==> src/rtl/bomb_placer_pkg.sv <==
// Shared arena geometry and bomb FSM state encoding.
package bomber_pkg;

  typedef enum logic [1:0] {
    IDLE_ST  = 2'd0,
    ARMED_ST = 2'd1,
    BLAST_ST = 2'd2
  } bomb_state_t;

  // Arena origin lines up with the player's left/top motion limits
  localparam int ARENA_X0   = 15;
  localparam int ARENA_Y0   = 48;
  localparam int TILE_SHIFT = 5;
  localparam int GRID_COLS  = 19;
  localparam int GRID_ROWS  = 13;

endpackage

==> src/rtl/bomb_placer_if.sv <==
// Bomb placer bus: player/control inputs and bomb/blast outputs.
interface bomb_placer_if;

  logic               startOfFrame;
  logic               game_on;
  logic               place_key;
  logic               chain_hit;
  logic        [1:0]  fire_range;
  logic signed [10:0] playerTopLeftX;
  logic signed [10:0] playerTopLeftY;
  logic               bomb_active;
  logic signed [10:0] bombTopLeftX;
  logic signed [10:0] bombTopLeftY;
  logic               blast_active;
  logic               explode_pulse;
  logic        [1:0]  blast_range;
  logic        [6:0]  fuse_left;

  // Upstream side: drives player/control, observes the bomb
  modport master (
    output startOfFrame, game_on, place_key, chain_hit, fire_range,
           playerTopLeftX, playerTopLeftY,
    input  bomb_active, bombTopLeftX, bombTopLeftY, blast_active,
           explode_pulse, blast_range, fuse_left
  );

  // Bomb placer side
  modport slave (
    input  startOfFrame, game_on, place_key, chain_hit, fire_range,
           playerTopLeftX, playerTopLeftY,
    output bomb_active, bombTopLeftX, bombTopLeftY, blast_active,
           explode_pulse, blast_range, fuse_left
  );

endinterface

==> src/rtl/bomb_placer_key_rise_det.sv <==
// Registered rising-edge detector for a raw key level.
module key_rise_det (
  input  logic clk,
  input  logic reset,
  input  logic level_in,
  output logic pulse_out
);

  logic level_d;

  // Keep a one-clock history of the key and flag 0->1 transitions
  always_ff @(posedge clk) begin
    if (reset) begin
      level_d   <= 1'b0;
      pulse_out <= 1'b0;
    end else begin
      level_d   <= level_in;
      pulse_out <= level_in & ~level_d;
    end
  end

endmodule

==> src/rtl/bomb_placer.sv <==
// Single-bomb placer: snaps the player to the tile grid, runs fuse and blast.
module bomb_placer
  import bomber_pkg::*;
#(
  parameter int FUSE_FRAMES  = 90,
  parameter int BLAST_FRAMES = 15
) (
  input  logic         clk,
  input  logic         reset,
  bomb_placer_if.slave bus
);

  bomb_state_t        state;
  logic        [3:0]  blast_cnt;
  logic               key_edge;
  logic signed [11:0] cx, cy, col, row;
  logic signed [10:0] snap_x, snap_y;
  logic               snap_valid;

  key_rise_det u_key (
    .clk       (clk),
    .reset     (reset),
    .level_in  (bus.place_key),
    .pulse_out (key_edge)
  );

  // Player centre to tile column/row and back to the tile's top-left pixel
  always_comb begin
    cx     = 12'(signed'(bus.playerTopLeftX)) + 12'sd16 - signed'(12'(ARENA_X0));
    cy     = 12'(signed'(bus.playerTopLeftY)) + 12'sd16 - signed'(12'(ARENA_Y0));
    col    = cx >>> TILE_SHIFT;
    row    = cy >>> TILE_SHIFT;
    snap_valid = !cx[11] && !cy[11] &&
                 ($unsigned(col) < 12'(GRID_COLS)) &&
                 ($unsigned(row) < 12'(GRID_ROWS));
    snap_x = 11'(signed'(12'(ARENA_X0)) + (col <<< TILE_SHIFT));
    snap_y = 11'(signed'(12'(ARENA_Y0)) + (row <<< TILE_SHIFT));
  end

  // Bomb lifecycle FSM with registered outputs
  always_ff @(posedge clk) begin
    if (reset || !bus.game_on) begin
      state             <= IDLE_ST;
      blast_cnt         <= '0;
      bus.bomb_active   <= 1'b0;
      bus.bombTopLeftX  <= '0;
      bus.bombTopLeftY  <= '0;
      bus.blast_active  <= 1'b0;
      bus.explode_pulse <= 1'b0;
      bus.blast_range   <= '0;
      bus.fuse_left     <= '0;
    end else begin
      bus.explode_pulse <= 1'b0;
      case (state)
        IDLE_ST: begin
          if (key_edge && snap_valid) begin
            state            <= ARMED_ST;
            bus.bomb_active  <= 1'b1;
            bus.bombTopLeftX <= snap_x;
            bus.bombTopLeftY <= snap_y;
            bus.blast_range  <= (bus.fire_range == 2'd0) ? 2'd1 : bus.fire_range;
            bus.fuse_left    <= 7'(FUSE_FRAMES);
          end
        end
        ARMED_ST: begin
          // A chain hit and the last fuse frame collapse into one detonation
          if (bus.chain_hit || (bus.startOfFrame && bus.fuse_left == 7'd1)) begin
            state             <= BLAST_ST;
            bus.explode_pulse <= 1'b1;
            bus.blast_active  <= 1'b1;
            bus.fuse_left     <= '0;
            blast_cnt         <= 4'(BLAST_FRAMES);
          end else if (bus.startOfFrame) begin
            bus.fuse_left <= bus.fuse_left - 7'd1;
          end
        end
        BLAST_ST: begin
          if (bus.startOfFrame) begin
            if (blast_cnt == 4'd1) begin
              state            <= IDLE_ST;
              blast_cnt        <= '0;
              bus.bomb_active  <= 1'b0;
              bus.blast_active <= 1'b0;
              bus.blast_range  <= '0;
              bus.bombTopLeftX <= '0;
              bus.bombTopLeftY <= '0;
            end else begin
              blast_cnt <= blast_cnt - 4'd1;
            end
          end
        end
        default: state <= IDLE_ST;
      endcase
    end
  end

endmodule

==> src/flat_wrapper.sv <==
// flat-port wrapper written by rule: the top's interface ports become plain ports
module bomb_placer_flat import bomber_pkg::*;
#(
  parameter int FUSE_FRAMES  = 90,
  parameter int BLAST_FRAMES = 15
)
  (clk, reset, bus_startOfFrame, bus_game_on, bus_place_key, bus_chain_hit, bus_fire_range, bus_playerTopLeftX, bus_playerTopLeftY, bus_bomb_active, bus_bombTopLeftX, bus_bombTopLeftY, bus_blast_active, bus_explode_pulse, bus_blast_range, bus_fuse_left);
  bomb_placer_if bus_i ();
  input  logic clk;
  input  logic reset;
  input wire logic [$bits(bus_i.startOfFrame)-1:0] bus_startOfFrame;
  input wire logic [$bits(bus_i.game_on)-1:0] bus_game_on;
  input wire logic [$bits(bus_i.place_key)-1:0] bus_place_key;
  input wire logic [$bits(bus_i.chain_hit)-1:0] bus_chain_hit;
  input wire logic [$bits(bus_i.fire_range)-1:0] bus_fire_range;
  input wire logic [$bits(bus_i.playerTopLeftX)-1:0] bus_playerTopLeftX;
  input wire logic [$bits(bus_i.playerTopLeftY)-1:0] bus_playerTopLeftY;
  output wire logic [$bits(bus_i.bomb_active)-1:0] bus_bomb_active;
  output wire logic [$bits(bus_i.bombTopLeftX)-1:0] bus_bombTopLeftX;
  output wire logic [$bits(bus_i.bombTopLeftY)-1:0] bus_bombTopLeftY;
  output wire logic [$bits(bus_i.blast_active)-1:0] bus_blast_active;
  output wire logic [$bits(bus_i.explode_pulse)-1:0] bus_explode_pulse;
  output wire logic [$bits(bus_i.blast_range)-1:0] bus_blast_range;
  output wire logic [$bits(bus_i.fuse_left)-1:0] bus_fuse_left;
  assign bus_i.startOfFrame = bus_startOfFrame;
  assign bus_i.game_on = bus_game_on;
  assign bus_i.place_key = bus_place_key;
  assign bus_i.chain_hit = bus_chain_hit;
  assign bus_i.fire_range = bus_fire_range;
  assign bus_i.playerTopLeftX = bus_playerTopLeftX;
  assign bus_i.playerTopLeftY = bus_playerTopLeftY;
  assign bus_bomb_active = bus_i.bomb_active;
  assign bus_bombTopLeftX = bus_i.bombTopLeftX;
  assign bus_bombTopLeftY = bus_i.bombTopLeftY;
  assign bus_blast_active = bus_i.blast_active;
  assign bus_explode_pulse = bus_i.explode_pulse;
  assign bus_blast_range = bus_i.blast_range;
  assign bus_fuse_left = bus_i.fuse_left;
  bomb_placer #(.FUSE_FRAMES(FUSE_FRAMES), .BLAST_FRAMES(BLAST_FRAMES)) u_core (.clk(clk), .reset(reset), .bus(bus_i));
endmodule
==> config.mk <==
export PLATFORM = sky130hd
export DESIGN_NAME = bomb_placer_flat
export DESIGN_NICKNAME = d
export VERILOG_FILES = /design/src/rtl/bomb_placer_pkg.sv /design/src/rtl/bomb_placer_if.sv /design/src/rtl/bomb_placer_key_rise_det.sv /design/src/rtl/bomb_placer.sv /design/src/flat_wrapper.sv
export SDC_FILE = /design/constraint.sdc
export NUM_CORES = 1
export LEC_CHECK = 0
export BUFFER_PORTS_ARGS = -buffer_cell sky130_fd_sc_hd__buf_2
export CAP_MARGIN = 40
export CORE_ASPECT_RATIO = 0.5
export CORE_MARGIN = 10
export CORE_UTILIZATION = 40
export CTS_BUF_LIST = sky130_fd_sc_hd__clkbuf_4
export CTS_CLUSTER_SIZE = 20
export DETAILED_ROUTE_END_ITERATION = 8
export PLACE_DENSITY = 0.76
export SETUP_SLACK_MARGIN = 0.1
export SYNTH_ARGS = -nofsm -noshare
export SYNTH_HDL_FRONTEND = slang
export SYNTH_SLANG_ARGS = --single-unit
==> constraint.sdc <==
create_clock -name clk -period 7.3 [get_ports clk]
set_input_delay 1.46 -clock clk [delete_from_list [all_inputs] [get_ports clk]]
set_output_delay 1.46 -clock clk [all_outputs]
set_load 0.03 [all_outputs]
==> results of run 1 <==
-- critical path: cells and delay by family --
family,cells,cell delay [ns]
and+or+nand+nor,5,1.59
buffers and inverters,2,0.24
adders and majority gates,1,0.23
xor gates and xnor gates,1,0.10
-- power breakdown --
group	internal [mW]	switching (mW)	total, mW
Clock	0.0699	0.0619	0.132
Combinational	0.0131	0.0235	0.0366
Sequential	0.175	0.000567	0.176
Total	0.258	0.0859	0.344
-- path summary, 6_finish.rpt --
check / start / to / slack [ns] / cells past startpoint
hold reg to reg: u_core.u_key.level_d / u_core.u_key.pulse_out / 0.43 / 1
setup / recovery: bus_playerTopLeftY[5] / u_core.bus.bombTopLeftY[10] / 3.91 / 9
setup reg to reg: u_core.blast_cnt[1] / u_core.bus.bombTopLeftY[10] / 5.24 / 8
hold / removal: u_core.u_key.level_d / u_core.u_key.pulse_out / 0.43 / 1
-- stage by stage --
step                      hold slack, ns  std cells
after floorplan                    0.367        215
after global placement             0.377        307
after detailed placement           0.416        307
after CTS                          0.429        315
after global routing               0.434        315
final                              0.425        315
-- layout make-up --
cell class / count / area [um^2]
flip-flops and latches: 32 / 641
inverters: 9 / 33.8
fillers: 380 / 1980
repair buffers: 53 / 265
clock buffers: 5 / 37.5
clock inverters: 3 / 37.5
well taps: 54 / 67.6
multi-input cells: 159 / 1000
-- flip-flops by register name, summed over array words and instances, names as in the netlist --
register,cells
u_core.bus.bombTopLeftX,6
u_core.blast_cnt,4
u_core.bus.blast_range,2
u_core.u_key.level_d,1
u_core.u_key.pulse_out,1
u_core.bus.blast_active,1
u_core.state,2
u_core.bus.fuse_left,7
u_core.bus.bombTopLeftY,7
u_core.bus.explode_pulse,1
-- layer usage --
layer / vias up / share of wire
met5: - / 0
met4: 0 / 0.016
met3: 5 / 0.049
met2: 35 / 0.50
met1: 722 / 0.44
li1: 833 / -
-- cell families (layout without fill, tap and decap cells) --
group                      Yosys count  after routing  share of synthesized area
AOI/OAI and AO/OA                   45             45                      0.192
xor gates and xnor gates            12             12                     0.0598
adders and majority gates            6              6                     0.0427
buffers and inverters               24             70                     0.0733
DFF                                 32             32                      0.364
other                                1              5                    0.00213
and+or+nand+nor                     91             91                      0.265
-- layout by cell type, fill, tap and decap left out, drive strengths merged --
master / instances
o21ai: 6
or2: 1
a311oi: 1
o2bb2ai: 11
nor3b: 1
xnor2: 6
and4: 1
bufinv: 1
conb: 5
or4: 2
nand2b: 6
and2: 3
nand2: 22
inv: 9
clkbuf: 5
a32o: 2
a21oi: 12
buf: 53
nor3: 16
o211ai: 1
nand4: 1
nor4: 3
nand3b: 2
clkinv: 2
a2111oi: 1
ha: 6
nand3: 5
nor2: 18
or3: 2
a211oi: 1
a22oi: 2
nor2b: 8
a31oi: 1
a41oi: 1
o31ai: 5
dfxtp: 32
o311ai: 1
xor2: 6
==> impl_metrics.csv, run 1 <==
group,metric,value,unit
global_route,met2_usage,0.196,
critical_path,arrival,3.63,ns
global_route,gr-total-overflow,0,
power,power_leakage,0.871,nW
layout,fin_util,0.513,
flow_run,max_cap_violations,0,
floorplan,die_y,66.9,um
timing,fmax,295,MHz
critical_path,cpPeakStageDelay,0.53,ns
placed_design,dpl_cell_area,2010,um^2
global_route,grt_pass1_vias,1615,
detailed_routing,post_drt_wl_per_cell,13.6,um
synthesis,synth_top_area_cell,"dfxtp_1",
critical_path,required,7.54,ns
timing,period_share,0.464,
detailed_routing,firstDrtPassIters,6,
synthesis,yosysSeqAreaShare,0.364,
synthesis,postSynthAreaPerCell,8.33,um^2
critical_path,path_class,"in -> reg",
cts,hold_buffers,0,
cts,clkSlewWorstSetupHoldPaths,0.10,ns
timing,tns,0,ns
power,p_per_area,165,nW/um^2
synthesis,yosysWarnings,0,
timing,worstMarginPinSlew,0.850,ns
global_route,grt_pass1_wl,7.15,mm
synthesis,ys_top_cells_by_area,"dfxtp_1, o2bb2ai_1, nand2_1, buf_4, ha_1",
synthesis,synth_top_cell_area_share,0.364,
placed_design,gp_congestion,0.847,
timing,relSlewSlack,0.431,
synthesis,ys.flop_type,"dfxtp_1",
synthesis,syn-cell-area,1760,um^2
floorplan,row_count,16,
global_route,grt_usage,0.114,
floorplan,coreArea,4060,um^2
layout,final_area,2090,um^2
cts,cts_tree,"yes",
floorplan,die-width,114,um
floorplan,dieArea,7610,um^2
power,peakVddDrop,0.113,mV
floorplan,start_util,0.433,
detailed_routing,ant_nets,0,
timing,finalSetupViolCount,0,
hold_path,hp-class,"reg -> reg",
synthesis,synth_common_cells,"dfxtp_1, nand2_1, nor2_1",
cts,post_cts_buffers,0,
critical_path,cp-end-kind,"register",
synthesis,synth_most_common_cell,"dfxtp_1",
layout,syn_to_final_growth,18.6,%
run_status,status,"completed",
detailed_routing,viasPerCell,5.06,
cts,cts_root_buffer,"clkbuf_4",
placed_design,dp_slack,3.55,ns
placed_design,hpwl,3.33,mm
global_route,grt_max_degree,17,
synthesis,synth_cells,211,
critical_path,crit_chain,"buf_2, inv_1, ha_1, nor3b_1, xor2_1, or4_4, nor3_2, nor2_1, and2_1",
timing,rsz0062_at_grt,"no",
synthesis,synth_edf_count,0,
detailed_routing,drtIter0Drc,51,
global_route,use_met1,0.123,
cts,h-tree-depth,2,
layout,n_antenna_cell,0,
cts,cts_buffer_depth,2,
floorplan,io_pins,64,
global_route,antenna_found_initial,0,
critical_path,path_max_fanout,13,
timing,fin_worst_skew,0.00911,ns
detailed_routing,vias,1595,
layout,nNetsFinal,296,
timing,hold_viol,0,
detailed_routing,wl,4.28,mm
global_route,use_met3,0.0402,
timing,period_minus_slack,3.39,ns
cts,clk_latency,0.34,ns
timing,fin_ws,3.91,ns
cts,cts_buffers,5,
synthesis,synth-seq-cells,32,
timing,drv_slew,0,
power,totalPowerFinal,0.344,mW
cts,cts-resized-gates,0,
synthesis,synth.distinct_cells,43,
global_route,grt-busiest-layer,"met2",
cts,cts_sinks,32,
synthesis,async_flop_share,0,
detailed_routing,drc,0,
layout,drive_gt1_frac,0.249,
critical_path,crit_slowest_cell,"or4_4",
critical_path,worst_setup_path_start_kind,"primary input",
placed_design,io_buffers,53,
Note: power is estimated with default switching activity, not from simulation.
==> run 2: changes to the inputs <==
--- a/config.mk
+++ b/config.mk
@@ -13,7 +13,7 @@
 export CTS_BUF_LIST = sky130_fd_sc_hd__clkbuf_4
 export CTS_CLUSTER_SIZE = 20
 export DETAILED_ROUTE_END_ITERATION = 8
-export PLACE_DENSITY = 0.76
+export PLACE_DENSITY = 0.78
 export SETUP_SLACK_MARGIN = 0.1
 export SYNTH_ARGS = -nofsm -noshare
 export SYNTH_HDL_FRONTEND = slang
==> constraint.sdc (replaced) <==
create_clock -name clk -period 2.8 [get_ports clk]
set_input_delay 0.56 -clock clk [delete_from_list [all_inputs] [get_ports clk]]
set_output_delay 0.56 -clock clk [all_outputs]
set_load 0.03 [all_outputs]
==> run 2 against run 1 <==
Final cell count up 1.9%; global-route usage about the same; critical path depth unchanged; wire length up 2.4%; sequential power rose to 2.6 times the previous value; clock-buffer cell count up 1; total power rose to 2.7 times the previous value; via count up 1.5%; sequential cell count unchanged.
==> impl_metrics.csv, run 2 (synthesis gave the netlist of run 1 again) <==
group,metric,value,unit
floorplan,row_count,16,
global_route,grt_usage,0.113,
timing,rsz0062_at_grt,"no",
detailed_routing,viasPerCell,5.04,
power,p_per_area,431,nW/um^2
critical_path,required,3.05,ns
critical_path,arrival,2.65,ns
cts,cts_root_buffer,"clkbuf_4",
critical_path,path_class,"in -> reg",
cts,cts_tree,"yes",
global_route,grt_max_degree,17,
timing,fin_worst_skew,0.0137,ns
layout,mostFrequentLayoutCells,"buf_2, dfxtp_1, nand2_1",
placed_design,gp_congestion,0.861,
power,p_clk_frac,0.393,
timing,finalSetupViolCount,0,
critical_path,rr_startpoint,"u_core.blast_cnt[1]",
timing,period_minus_slack,2.40,ns
power,p_int,0.692,mW
critical_path,reg2reg_to,"u_core.bus.bombTopLeftX[10]",
timing,worstMarginPinSlew,0.850,ns
critical_path,path_max_fanout,6,
critical_path,worst_setup_path_start_kind,"primary input",
power,comb_power_share,0.109,
placed_design,io_buffers,53,
critical_path,reg2reg_depth,8,
run_status,status,"completed",
layout,n_fill_cell,385,
layout,n_antenna_cell,0,
layout,drive_gt1_frac,0.273,
cts,cts_buffers,5,
power,p_sw_frac,0.248,
critical_path,regToRegSetupSlack,0.70,ns
floorplan,die-width,114,um
global_route,gr-total-overflow,0,
detailed_routing,wl,4.38,mm
timing,hold_viol,0,
timing,period_share,0.856,
layout,layout_commonest_cell,"buf_2",
timing,relSlewSlack,0.431,
detailed_routing,firstDrtPassIters,4,
global_route,grt_pass1_vias,1596,
hold_path,hp-start,"reset",
cts,cts-resized-gates,0,
timing,drv_slew,0,
cts,clk_latency,0.34,ns
layout,nNetsFinal,302,
floorplan,dieArea,7610,um^2
cts,post_cts_buffers,0,
timing,fmax,417,MHz
floorplan,coreArea,4060,um^2
flow_run,max_cap_violations,0,
timing,hold_ws,0.392,ns
power,power_leakage,0.907,nW
detailed_routing,post_drt_wl_per_cell,13.7,um
cts,clkSlewWorstSetupHoldPaths,0.11,ns
cts,hold_buffers,0,
power,peakVddDrop,0.251,mV
cts,h-tree-depth,2,
detailed_routing,drc,0,
hold_path,hp-class,"in -> reg",
power,p_seq_frac,0.499,
detailed_routing,vias,1619,
global_route,antenna_found_initial,0,
hold_path,whs_endpoint,"u_core.u_key.level_d",
floorplan,io_pins,64,
layout,seqCellArea,641,um^2
power,power.switching,0.228,mW
cts,cts_sinks,32,
critical_path,cp-end-kind,"register",
placed_design,hpwl,3.35,mm
floorplan,die_y,66.9,um
floorplan,start_util,0.433,
layout,multi_input_area,1000,um^2
global_route,grt_pass1_wl,7.13,mm
hold_path,min_delay_path_depth,2,
detailed_routing,ant_nets,0,
layout,reg.largest.list,"u_core.bus.bombTopLeftY: 7 flops, u_core.bus.fuse_left: 7 flops, u_core.bus.bombTopLeftX: 6 flops",
layout,syn_to_final_growth,21.5,%
cts,cts_buffer_depth,2,
timing,tns,0,ns
detailed_routing,drtIter0Drc,70,
==> run 2: changes by cell type in the layout (fill, tap and decap cells not counted) <==
cell,before,now
clkbuf_4,5,6
buf_4,0,6
clkinv_1,2,0
clkinv_2,0,1
==> run 2: stage by stage <==
stage / instances / setup slack (ns) / power (mW) / utilization / cell area [um^2]
2_1_floorplan: 215 / 0.332 / 0.535 / - / 1770
3_3_place_gp: 313 / 0.103 / 0.565 / 0.506 / 2060
3_5_place_dp: 313 / 0.0379 / 0.568 / 0.506 / 2060
4_1_cts: 321 / 0.400 / 0.926 / 0.526 / 2140
5_1_grt: 321 / 0.247 / 0.955 / 0.526 / 2140
6_report: 321 / 0.402 / 0.920 / 0.526 / 2140
==> run 2: power by group through the flow <==
stage	sequential [mW]	combinational (mW)	clock (mW)
6_report	0.459	0.0999	0.361
5_1_grt	0.459	0.110	0.385
4_1_cts	0.459	0.0992	0.368
3_5_place_dp	0.469	0.0985	0
3_3_place_gp	0.469	0.0963	0
2_1_floorplan	0.471	0.0638	0
==> run 2: per-layer routing <==
layer / vias up / track usage / wire length (um)
met2: 28 / 0.207 / 2220
li1: 848 / - / -
met4: 0 / 0.0472 / 63
met1: 738 / 0.122 / 1920
met5: - / 0 / 0
met3: 5 / 0.0331 / 179
==> run 2: layout make-up <==
type	count	area share
clock buffer	6	0.0211
tap	54	0.0316
clock inverter	2	0.0164
sequential	32	0.300
timing repair buffer	59	0.145
inverter	9	0.0158
multi-input combinational	159	0.470
==> run 2: how the worst max path moves through the flow <==
stage                                startpoint                       to  slack, ns  cells past startpoint
after detailed placement  bus_playerTopLeftY[6]  u_core.bus.fuse_left[6]       0.04                      9
after global routing      bus_playerTopLeftY[6]  u_core.bus.fuse_left[1]       0.25                     10
after CTS                 bus_playerTopLeftY[6]  u_core.bus.fuse_left[6]       0.40                      9
after global placement    bus_playerTopLeftY[6]  u_core.bus.fuse_left[6]       0.10                      9
after floorplan           bus_playerTopLeftY[5]  u_core.bus.fuse_left[5]       0.33                      8
final                     bus_playerTopLeftY[6]  u_core.bus.fuse_left[6]       0.40                      9
==> run 2: critical path, cell delays in order <==
cell and delay, ns:
buf_2 0.13, inv_1 0.10, ha_1 0.23, nor3b_1 0.25, xor2_1 0.10, or4_4 0.53
o31ai_4 0.40, nand2_1 0.09, a32o_1 0.26
